### src/rtl/sprite_pkg.sv
`default_nettype none
// ============================================================================
// sprite_pkg: shared sizes, FSM state encoding and slot record for the
// sprite line scheduler.                                        Rev 1.0
// ============================================================================
package sprite_pkg;

  localparam int SPR_W   = 8;
  localparam int SPR_H   = 8;
  localparam int COORD_W = 8;
  localparam int ROW_W   = $clog2(SPR_H);

  typedef enum logic [1:0] {
    ST_IDLE  = 2'd0,
    ST_SCAN  = 2'd1,
    ST_FETCH = 2'd2,
    ST_DONE  = 2'd3
  } sched_state_e;

  typedef struct packed {
    logic               valid;
    logic [COORD_W-1:0] x;
    logic [SPR_W-1:0]   row;
  } slot_t;

  function automatic logic [SPR_W-1:0] bit_reverse(input logic [SPR_W-1:0] v);
    logic [SPR_W-1:0] r;
    for (int b = 0; b < SPR_W; b++) r[b] = v[SPR_W-1-b];
    return r;
  endfunction

endpackage
`default_nettype wire

### src/rtl/sprite_slot_bank.sv
`default_nettype none
// ============================================================================
// sprite_slot_bank: pending/active slot double buffer; the scheduler fills
// pending slots, a commit strobe copies them to the registered active set.
// Rev 1.0
// ============================================================================
module sprite_slot_bank
  import sprite_pkg::*;
#(
  parameter int SLOTS = 2,
  parameter int FILLW = 2
) (
  input  logic                 clk,
  input  logic                 rst_n,
  input  logic                 clear_all,
  input  logic                 clear_pend,
  input  logic                 wr_en,
  input  logic [FILLW-1:0]     wr_idx,
  input  slot_t                wr_slot,
  input  logic                 commit,
  output logic [SLOTS-1:0]     slot_valid,
  output logic [8*SLOTS-1:0]   slot_x,
  output logic [8*SLOTS-1:0]   slot_row
);

  slot_t pend_q [SLOTS];
  slot_t pend_d [SLOTS];
  slot_t act_q  [SLOTS];
  slot_t act_d  [SLOTS];

  always_comb begin
    pend_d = pend_q;
    act_d  = act_q;
    if (clear_all) begin
      for (int k = 0; k < SLOTS; k++) begin
        pend_d[k] = '0;
        act_d[k]  = '0;
      end
    end else begin
      // Commit reads the old pending contents, so a same-cycle write is not seen.
      if (commit) act_d = pend_q;
      if (clear_pend) begin
        for (int k = 0; k < SLOTS; k++) pend_d[k] = '0;
      end else if (wr_en) begin
        for (int k = 0; k < SLOTS; k++)
          if (wr_idx == FILLW'(k)) pend_d[k] = wr_slot;
      end
    end
  end

  always_ff @(posedge clk or negedge rst_n) begin
    if (!rst_n) begin
      for (int k = 0; k < SLOTS; k++) begin
        pend_q[k] <= '0;
        act_q[k]  <= '0;
      end
    end else begin
      pend_q <= pend_d;
      act_q  <= act_d;
    end
  end

  for (genvar k = 0; k < SLOTS; k++) begin : g_slot_out
    assign slot_valid[k]       = act_q[k].valid;
    assign slot_x[8*k +: 8]    = act_q[k].x;
    assign slot_row[8*k +: 8]  = act_q[k].row;
  end

endmodule
`default_nettype wire

### src/rtl/sprite_line_scheduler.sv
`default_nettype none
// ============================================================================
// sprite_line_scheduler: hblank scan of the descriptor table, row fetch over
// req/ack, commit to active slots on line_start.
// Optional: SPRITE_SCHED_FLIP_EN adds desc_flipx/desc_flipy.    Rev 1.0
// ============================================================================
module sprite_line_scheduler
  import sprite_pkg::*;
#(
  parameter  int NUM_SPRITES = 8,
  parameter  int SLOTS       = 2,
  localparam int IDXW        = $clog2(NUM_SPRITES)
) (
  input  logic                 clk,
  input  logic                 rst_n,
  input  logic                 enable,
  input  logic                 hblank_start,
  input  logic                 line_start,
  input  logic [7:0]           next_line,
  output logic [IDXW-1:0]      desc_idx,
  input  logic                 desc_en,
  input  logic [7:0]           desc_x,
  input  logic [7:0]           desc_y,
`ifdef SPRITE_SCHED_FLIP_EN
  input  logic                 desc_flipx,
  input  logic                 desc_flipy,
`endif
  output logic                 row_req,
  output logic [IDXW-1:0]      row_sprite,
  output logic [2:0]           row_sel,
  input  logic                 row_ack,
  input  logic [7:0]           row_data,
  output logic [SLOTS-1:0]     slot_valid,
  output logic [8*SLOTS-1:0]   slot_x,
  output logic [8*SLOTS-1:0]   slot_row,
  output logic                 busy,
  output logic                 overflow,
  output logic                 late,
  input  logic                 flag_clr
);

  localparam int FILLW = $clog2(SLOTS + 1);

  sched_state_e     state_q, state_d;
  logic [IDXW-1:0]  idx_q, idx_d;
  logic [FILLW-1:0] fill_q, fill_d;
  logic [ROW_W-1:0] offset_q, offset_d;
  logic             overflow_q, overflow_d;
  logic             late_q, late_d;

  logic             clear_all, clear_pend, commit, wr_en;
  logic [COORD_W-1:0] dy;
  logic             hit, last_idx, busy_w;
  logic [SPR_W-1:0] row_cap;
  slot_t            wr_slot;

  // Wrapping distance handles sprites straddling line 255 -> 0.
  assign dy       = next_line - desc_y;
  assign hit      = desc_en && (dy < COORD_W'(SPR_H));
  assign last_idx = (idx_q == IDXW'(NUM_SPRITES - 1));
  assign busy_w   = (state_q == ST_SCAN) || (state_q == ST_FETCH);

`ifdef SPRITE_SCHED_FLIP_EN
  logic flipx_q, flipx_d;
  logic [ROW_W-1:0] scan_off;
  assign scan_off = desc_flipy ? ~dy[ROW_W-1:0] : dy[ROW_W-1:0];
  assign row_cap  = flipx_q ? bit_reverse(row_data) : row_data;
`else
  logic [ROW_W-1:0] scan_off;
  assign scan_off = dy[ROW_W-1:0];
  assign row_cap  = row_data;
`endif

  always_comb begin
    wr_slot.valid = 1'b1;
    wr_slot.x     = desc_x;
    wr_slot.row   = row_cap;
  end

  always_comb begin
    state_d    = state_q;
    idx_d      = idx_q;
    fill_d     = fill_q;
    offset_d   = offset_q;
    overflow_d = overflow_q & ~flag_clr;
    late_d     = late_q & ~flag_clr;
    clear_all  = 1'b0;
    clear_pend = 1'b0;
    commit     = 1'b0;
    wr_en      = 1'b0;
`ifdef SPRITE_SCHED_FLIP_EN
    flipx_d    = flipx_q;
`endif
    if (!enable) begin
      state_d   = ST_IDLE;
      clear_all = 1'b1;
    end else if (line_start) begin
      commit  = 1'b1;
      state_d = ST_IDLE;
      if (busy_w) late_d = 1'b1;
    end else if (hblank_start) begin
      if (state_q != ST_IDLE) late_d = 1'b1;
      state_d    = ST_SCAN;
      idx_d      = '0;
      fill_d     = '0;
      clear_pend = 1'b1;
    end else begin
      case (state_q)
        ST_SCAN: begin
          if (hit) begin
            if (fill_q < FILLW'(SLOTS)) begin
              offset_d = scan_off;
`ifdef SPRITE_SCHED_FLIP_EN
              flipx_d  = desc_flipx;
`endif
              state_d  = ST_FETCH;
            end else begin
              overflow_d = 1'b1;
              state_d    = ST_DONE;
            end
          end else if (last_idx) begin
            state_d = ST_DONE;
          end else begin
            idx_d = idx_q + IDXW'(1);
          end
        end
        ST_FETCH: begin
          // desc_idx is unchanged since the hit, so desc_x is still valid here.
          if (row_ack) begin
            wr_en  = 1'b1;
            fill_d = fill_q + FILLW'(1);
            if (last_idx) begin
              state_d = ST_DONE;
            end else begin
              idx_d   = idx_q + IDXW'(1);
              state_d = ST_SCAN;
            end
          end
        end
        default: ;
      endcase
    end
  end

  always_ff @(posedge clk or negedge rst_n) begin
    if (!rst_n) begin
      state_q    <= ST_IDLE;
      idx_q      <= '0;
      fill_q     <= '0;
      offset_q   <= '0;
      overflow_q <= 1'b0;
      late_q     <= 1'b0;
`ifdef SPRITE_SCHED_FLIP_EN
      flipx_q    <= 1'b0;
`endif
    end else begin
      state_q    <= state_d;
      idx_q      <= idx_d;
      fill_q     <= fill_d;
      offset_q   <= offset_d;
      overflow_q <= overflow_d;
      late_q     <= late_d;
`ifdef SPRITE_SCHED_FLIP_EN
      flipx_q    <= flipx_d;
`endif
    end
  end

  assign desc_idx   = idx_q;
  assign row_req    = (state_q == ST_FETCH);
  assign row_sprite = idx_q;
  assign row_sel    = offset_q;
  assign busy       = busy_w;
  assign overflow   = overflow_q;
  assign late       = late_q;

  sprite_slot_bank #(
    .SLOTS (SLOTS),
    .FILLW (FILLW)
  ) u_bank (
    .clk        (clk),
    .rst_n      (rst_n),
    .clear_all  (clear_all),
    .clear_pend (clear_pend),
    .wr_en      (wr_en),
    .wr_idx     (fill_q),
    .wr_slot    (wr_slot),
    .commit     (commit),
    .slot_valid (slot_valid),
    .slot_x     (slot_x),
    .slot_row   (slot_row)
  );

endmodule
`default_nettype wire

### config.mk
export PLATFORM = sky130hd
export DESIGN_NAME = sprite_line_scheduler
export DESIGN_NICKNAME = d
export VERILOG_FILES = /design/src/rtl/sprite_pkg.sv /design/src/rtl/sprite_slot_bank.sv /design/src/rtl/sprite_line_scheduler.sv
export SDC_FILE = /design/constraint.sdc
export NUM_CORES = 1
export LEC_CHECK = 0
export CAP_MARGIN = 20
export CORE_AREA = 2 2 92 94
export CTS_CLUSTER_DIAMETER = 150
export DETAILED_ROUTE_END_ITERATION = 16
export DIE_AREA = 0 0 94 96
export GPL_TIMING_DRIVEN = 0
export PLACE_DENSITY = 0.78
export SYNTH_ARGS = -nofsm -noshare
export SYNTH_HDL_FRONTEND = slang
export SYNTH_SLANG_ARGS = --single-unit
### constraint.sdc
create_clock -name clk -period 4.4 [get_ports clk]
set_clock_uncertainty 0.05 [all_clocks]
set_input_delay 1.32 -clock clk [delete_from_list [all_inputs] [get_ports clk]]
set_output_delay 1.32 -clock clk [all_outputs]
set_load 0.02 [all_outputs]
==> results of run 1 <==
## sequential cells by signal (all words and copies together) (netlist names)
| signal | flops |
|---|---|
| fill_q | 2 |
| desc_idx | 3 |
| row_sel | 3 |
| u_bank.slot_x | 16 |
| u_bank.slot_valid | 2 |
| state_q | 2 |
| overflow | 1 |
| u_bank.slot_row | 16 |
| late | 1 |
| u_bank.pend_q | 34 |
## logic make-up (layout without fill, tap and decap cells)
family | Yosys count | count (layout)
flops | 80 | 80
mux | 38 | 38
xor+xnor | 3 | 3
simple gates | 144 | 144
buf+inv | 42 | 145
compound gates | 70 | 70
fa+ha+maj | 15 | 15
## layout make-up
type | count | area [sq um] | area share
buffer | 21 | 92.59 | 0.01787
clock buffer | 11 | 141.4 | 0.02729
multi-input combinational | 270 | 1785 | 0.3446
inverter | 21 | 78.83 | 0.01521
sequential | 80 | 2002 | 0.3864
tap | 105 | 131.4 | 0.02536
clock inverter | 5 | 63.81 | 0.01232
timing repair buffer | 87 | 885.9 | 0.1710
## path summary, 6_finish.rpt
check | depth (start not counted) | slack [ps] | endpoint | from
max | 10 | 500 | row_sel[2] | desc_y[4]
min | 2 | 450 | u_bank.pend_q[33] | u_bank.pend_q[33]
max reg2reg | 9 | 1730 | u_bank.pend_q[13] | state_q[0]
min reg2reg | 2 | 450 | u_bank.pend_q[33] | u_bank.pend_q[33]
max in group asynchronous | 2 | 2960 | u_bank.pend_q[31] | rst_n
min in group asynchronous | 1 | 760 | u_bank.slot_row[4] | rst_n
## critical path: cells and delay by family
family	cells	cell delay (ps)
adders and majority gates	1	390
buffers and inverters	2	490
AOI/OAI and AO/OA	2	630
muxes	1	320
and+or+nand+nor	4	930
## report_power, final
part	switching (mW)	internal, mW	total, mW
sequential	0.0104	0.744	0.754
clock	0.274	0.282	0.556
combinational	0.124	0.118	0.242
## Yosys cell counts, types with 2 or more instances
cell / count
nand2b_1: 5
a211o_1: 2
a21oi_1: 39
o211ai_1: 2
nor3b_1: 3
a21o_1: 3
o41ai_1: 2
nand2_1: 76
inv_1: 21
buf_4: 3
nor2b_1: 37
mux2i_1: 37
o21ai_0: 10
xnor2_1: 2
buf_2: 2
dfrtp_1: 80
ha_1: 14
clkbuf_1: 13
and2_1: 2
nand3b_1: 2
buf_1: 3
nor2_1: 8
## per-layer routing
metal	wire, um	up-vias	track usage
met2	4359	89	0.3482
met3	440	19	0.02897
met5	0	-	0
li1	-	1512	-
met1	4080	1516	0.2861
met4	161	0	0.08575
## metrics by stage
step | power (mW) | hold WS (ps) | worst slack, ps | std cells
floorplan | 0.9016 | 416.0 | 846.8 | 392
global placement | 1.003 | 429.8 | -762.6 | 583
detailed placement | 1.012 | 437.7 | 146.0 | 584
global route | 1.614 | 486.4 | 344.2 | 600
finish | 1.552 | 453.2 | 503.2 | 600
CTS | 1.559 | 455.9 | 512.5 | 600
## cell usage in the layout, fill, tap and decap left out, types with 2 or more instances in the layout
cell type and instances:
buf_2 2, mux2i_1 37, nor3b_1 3, dfrtp_1 80, nor2_1 8, nand2b_1 5, o211ai_1 2, and2_1 2
o21ai_0 10, a21o_1 3, nand3b_1 2, clkbuf_8 10, ha_1 14, nand2_1 76, nor2b_1 37, buf_1 3
clkdlybuf4s50_1 85, inv_1 21, xnor2_1 2, a21oi_1 39, a211o_1 2, o41ai_1 2, clkbuf_1 14, clkinv_4 2
buf_4 4
==> flow_metrics.tcl, run 1 <==
set metrics [dict create \
    synth_ff_type "dfrtp_1" \
    clk_pin_slew_worst_paths_ps 80 \
    cts_tree "built" \
    min_period_ps 3897 \
    drt_iter0_drc 193 \
    crit_fanout 9 \
    synth_xor_area_frac 0.006637 \
    cts.sinks 80 \
    ir_drop_uv 179.3 \
    drtPass1Iterations 4 \
    grt_pass1_vias 3136 \
    worstSkewPairLatency_ps 350 \
    synth_compound_area_frac 0.1109 \
    cp_slowest_cell "clkdlybuf4s50_1" \
    synthTopCellsByArea "dfrtp_1, mux2i_1, nand2_1, nor2b_1, a21oi_1" \
    max-slew-margin-rel 0.4894 \
    cts_resized 0 \
    routed_wl_mm 9.040 \
    p_per_area_nw_per_um2 299.6 \
    cts_root_buffer "clkbuf_8" \
    cts.hold.buffers_added 0 \
    syn_avg_cell_area_sq_um 10.10 \
    routed_via_density 5.227 \
    routedWlPerCell_um 15.07 \
    ioPinCount 87 \
    cp_data_required_time_ps 4590 \
    numCtsBuffers 9 \
    synthesis.instances 392 \
    ys_ff_latch 80 \
    tns_ps 0 \
    cp.arrival_ps 4080 \
    grt_first_pass_wirelength_mm 14.78 \
    row_count 33 \
    post-route-period-util 0.8856 \
    coreArea_sq_um 8051 \
    die-area_sq_um 9024 \
    placed_cell_area_sq_um 4976 \
    synth_fp_nets 447 \
    setup_viol 0 \
    path_class "in -> reg" \
    fillers 634 \
    hp-class "reg -> reg" \
    synthToLayoutAreaGrowth_pct 30.88 \
    design_area_sq_um 5181 \
    post-route-util 0.6435 \
    fin_nets 545 \
    drive_gt1_frac 0.06061 \
    synth_top_area_share 0.5057 \
    start_kind "input pin" \
    maxSlewViolCount 0 \
    synthArstFlopShare 1.000 \
    setup.worst_path.end_class "flop" \
    htree_levels 3 \
    synth_mux_area_frac 0.09735 \
    cts_buffer_depth 2 \
    ys_types 48 \
    ys_seq_area_frac 0.5057 \
    portBuffers 86 \
    timing.final.hold_violations 0 \
    p_leak_nw 2.293 \
    synthAdderAreaFrac 0.04930 \
    synth_top_family_by_area "simple AND/OR/NAND/NOR gates" \
    tightest_slew_ps 765.8 \
    fmax_ghz 0.2566 \
    timing.max_cap.violations 0 \
    ant_nets 0 \
    grtUsageTotal 0.2119 \
    status "completed" \
    post-dp-hpwl_mm 6.704 \
    synth-simple-area-share 0.1868 \
    synth_top_area_cell "dfrtp_1" \
    grt_max_degree 68 \
    initial_core_util 0.4917 \
    dr_total_vias 3136 \
    synth_edf_count 0 \
    ys_warn_count 0 \
    path_cells "clkdlybuf4s50_1, inv_1, ha_1, and3b_1, a211o_1, a2111oi_4, nand4b_2, nor3_4, nand3_4, mux2_4" \
    grt.overflow.total 0 \
    slowest_delay_ps 450 \
    antenna_found_initial 0 \
    die_h_um 96 \
    die-width_um 94 \
    gp_congestion 0.8060 \
    post_cts_buffers 0 \
    rsz0062_at_grt "no" \
    n_antenna_cell 0 \
    drc 0 \
    synth_area_sq_um 3959 \
]
(Power assumes the default switching activity.)
==> run 2: changes to the inputs <==
CORE_AREA = 2 2 118 120   (was 2 2 92 94)
DIE_AREA = 0 0 120 122   (was 0 0 94 96)
PLACE_DENSITY = unset   (was 0.78)
RECOVER_POWER = 100   (was unset)
SLEW_MARGIN = 20   (was unset)
==> run 2 against run 1 <==
The flow now finishes with violations (capacitance limit, slew limit). Routed wire length grew 12%. Flip-flop and latch count stayed put. Cell count up 13%. Core utilization down 25 points. Hold slack better by 7.8 ps. Clock power up 45%. Sequential share of layout area fell by 1.2 points. Clock-buffer cell count shrank 1. Critical endpoint is now state_q[1].
==> flow_metrics.tcl, run 2 (synthesis gave the netlist of run 1 again) <==
set metrics [dict create \
    grt_pass1_vias 3266 \
    timing.final.hold_violations 0 \
    maxSlewViolCount 40 \
    die-width_um 120 \
    final_cells 675 \
    grt_first_pass_wirelength_mm 16.81 \
    drc 0 \
    final_cell_mix "dfrtp_1, nand2_1, dlygate4sd3_1, a21oi_1" \
    drt_iter0_drc 141 \
    routed_via_density 4.553 \
    cp.arrival_ps 4260 \
    largest_register_ff_count 34 \
    min_period_ps 4061 \
    gp_congestion 0.7469 \
    min_to "row_sel[2]" \
    fin_nets 545 \
    p_leak_nw 2.466 \
    post-dp-hpwl_mm 7.403 \
    status "finished with violations" \
    die-area_sq_um 14640 \
    reg2reg_slack_ps 1750 \
    ir_drop_uv 201.3 \
    setup_slack_ps 339.1 \
    drive_gt1_frac 0.05253 \
    start_kind "input pin" \
    coreArea_sq_um 13500 \
    setup_viol 0 \
    crit_fanout 3 \
    drtPass1Iterations 4 \
    reg2regPathDepth 9 \
    fillers 1341 \
    dp_slack_ps 148.1 \
    die_h_um 122 \
    cts.sinks 80 \
    portBuffers 86 \
    ioPinCount 87 \
    htree_levels 3 \
    largest_register "u_bank.pend_q" \
    violations "capacitance limit, slew limit" \
    initial_core_util 0.2932 \
    row_count 43 \
    multi_input_area_sq_um 1775 \
    ant_nets 0 \
    clk_pin_slew_worst_paths_ps 70 \
    routed_wl_mm 10.11 \
    cts_root_buffer "clkbuf_16" \
    dr_total_vias 3073 \
    placed_cell_area_sq_um 5062 \
    layout_commonest_cell "dfrtp_1" \
    design_area_sq_um 5353 \
    routedWlPerCell_um 14.98 \
    rsz0062_at_grt "no" \
    fmax_ghz 0.2463 \
    setup.worst_path.end_class "flop" \
    regToRegStartpoint "state_q[0]" \
    max-slew-margin-rel -0.3971 \
    post-route-period-util 0.9229 \
    hp-class "reg -> reg" \
    rr_endpoint "u_bank.pend_q[5]" \
    min_path_cells 1 \
    antenna_found_initial 0 \
    grtUsageTotal 0.1455 \
    grt_max_degree 43 \
    worstSkewPairLatency_ps 330 \
    dp_cells 659 \
    cp_data_required_time_ps 4600 \
    cts_buffer_depth 2 \
    grt.overflow.total 0 \
    cts_resized 0 \
    power_mw 1.796 \
    ff_latch_area_sq_um 2002 \
    tightest_slew_ps 2096 \
    post_cts_buffers 0 \
    numCtsBuffers 9 \
    synthToLayoutAreaGrowth_pct 35.21 \
    n_antenna_cell 0 \
    path_class "in -> reg" \
    p_per_area_nw_per_um2 335.5 \
    cts.hold.buffers_added 0 \
    worstHoldStart "row_sel[2]" \
    cts_tree "built" \
    timing.max_cap.violations 1 \
]
[run 2: cell types whose count changed in the layout (fill, tap and decap cells not counted), sizes merged]
cell	change
clkinvlp	-1
clkdlybuf4s50	-49
dlygate4sd3	+49
buf	-6
bufinv	+1
clkinv	+1
clkbuf	+5
[run 2: worst max path at each step]
stage / cells after the start / end / from
after floorplan: 10 / state_q[1] / next_line[0]
after global placement: 1 / desc_idx[0] / rst_n
after detailed placement: 11 / state_q[1] / next_line[0]
after CTS: 11 / state_q[1] / next_line[0]
after global routing: 11 / state_q[1] / next_line[0]
final: 11 / state_q[1] / next_line[0]
[run 2: critical path: stages]
cell and delay (ps):
dlygate4sd3_1 520, inv_1 40, ha_1 230, fa_1 410, nand2b_1 200, a21o_1 200
or3b_2 440, nand4b_1 200, nor2_1 90, o32ai_1 370, mux2i_1 240
[run 2: power breakdown]
group | switching, mW | total [mW] | internal (mW)
logic | 0.127 | 0.237 | 0.110
registers | 0.0100 | 0.755 | 0.745
clock network | 0.304 | 0.804 | 0.500
[run 2: per-layer routing]
metal / GRT usage / share of wire
met2: 0.2468 / 0.48
met1: 0.1887 / 0.46
met4: 0.02868 / 0.0082
met3: 0.03745 / 0.053
met5: 0 / 0
[run 2: layout make-up]
cell class / count / area share
sequential: 80 / 0.3740
multi-input combinational: 270 / 0.3317
timing repair buffer: 87 / 0.1606
clock buffer: 10 / 0.04278
tap: 180 / 0.04208
clock inverter: 6 / 0.01706
buffer: 21 / 0.01706
inverter: 21 / 0.01473
[run 2: per-stage QoR]
stage          hold slack (ps)  utilization  TNS, ps
4_1_cts                  462.2       0.3986        0
2_1_floorplan            416.0            -        0
3_3_place_gp             429.9       0.3736   -66730
5_1_grt                  489.7       0.3964        0
6_report                 460.9       0.3964        0
3_5_place_dp             447.7       0.3749        0
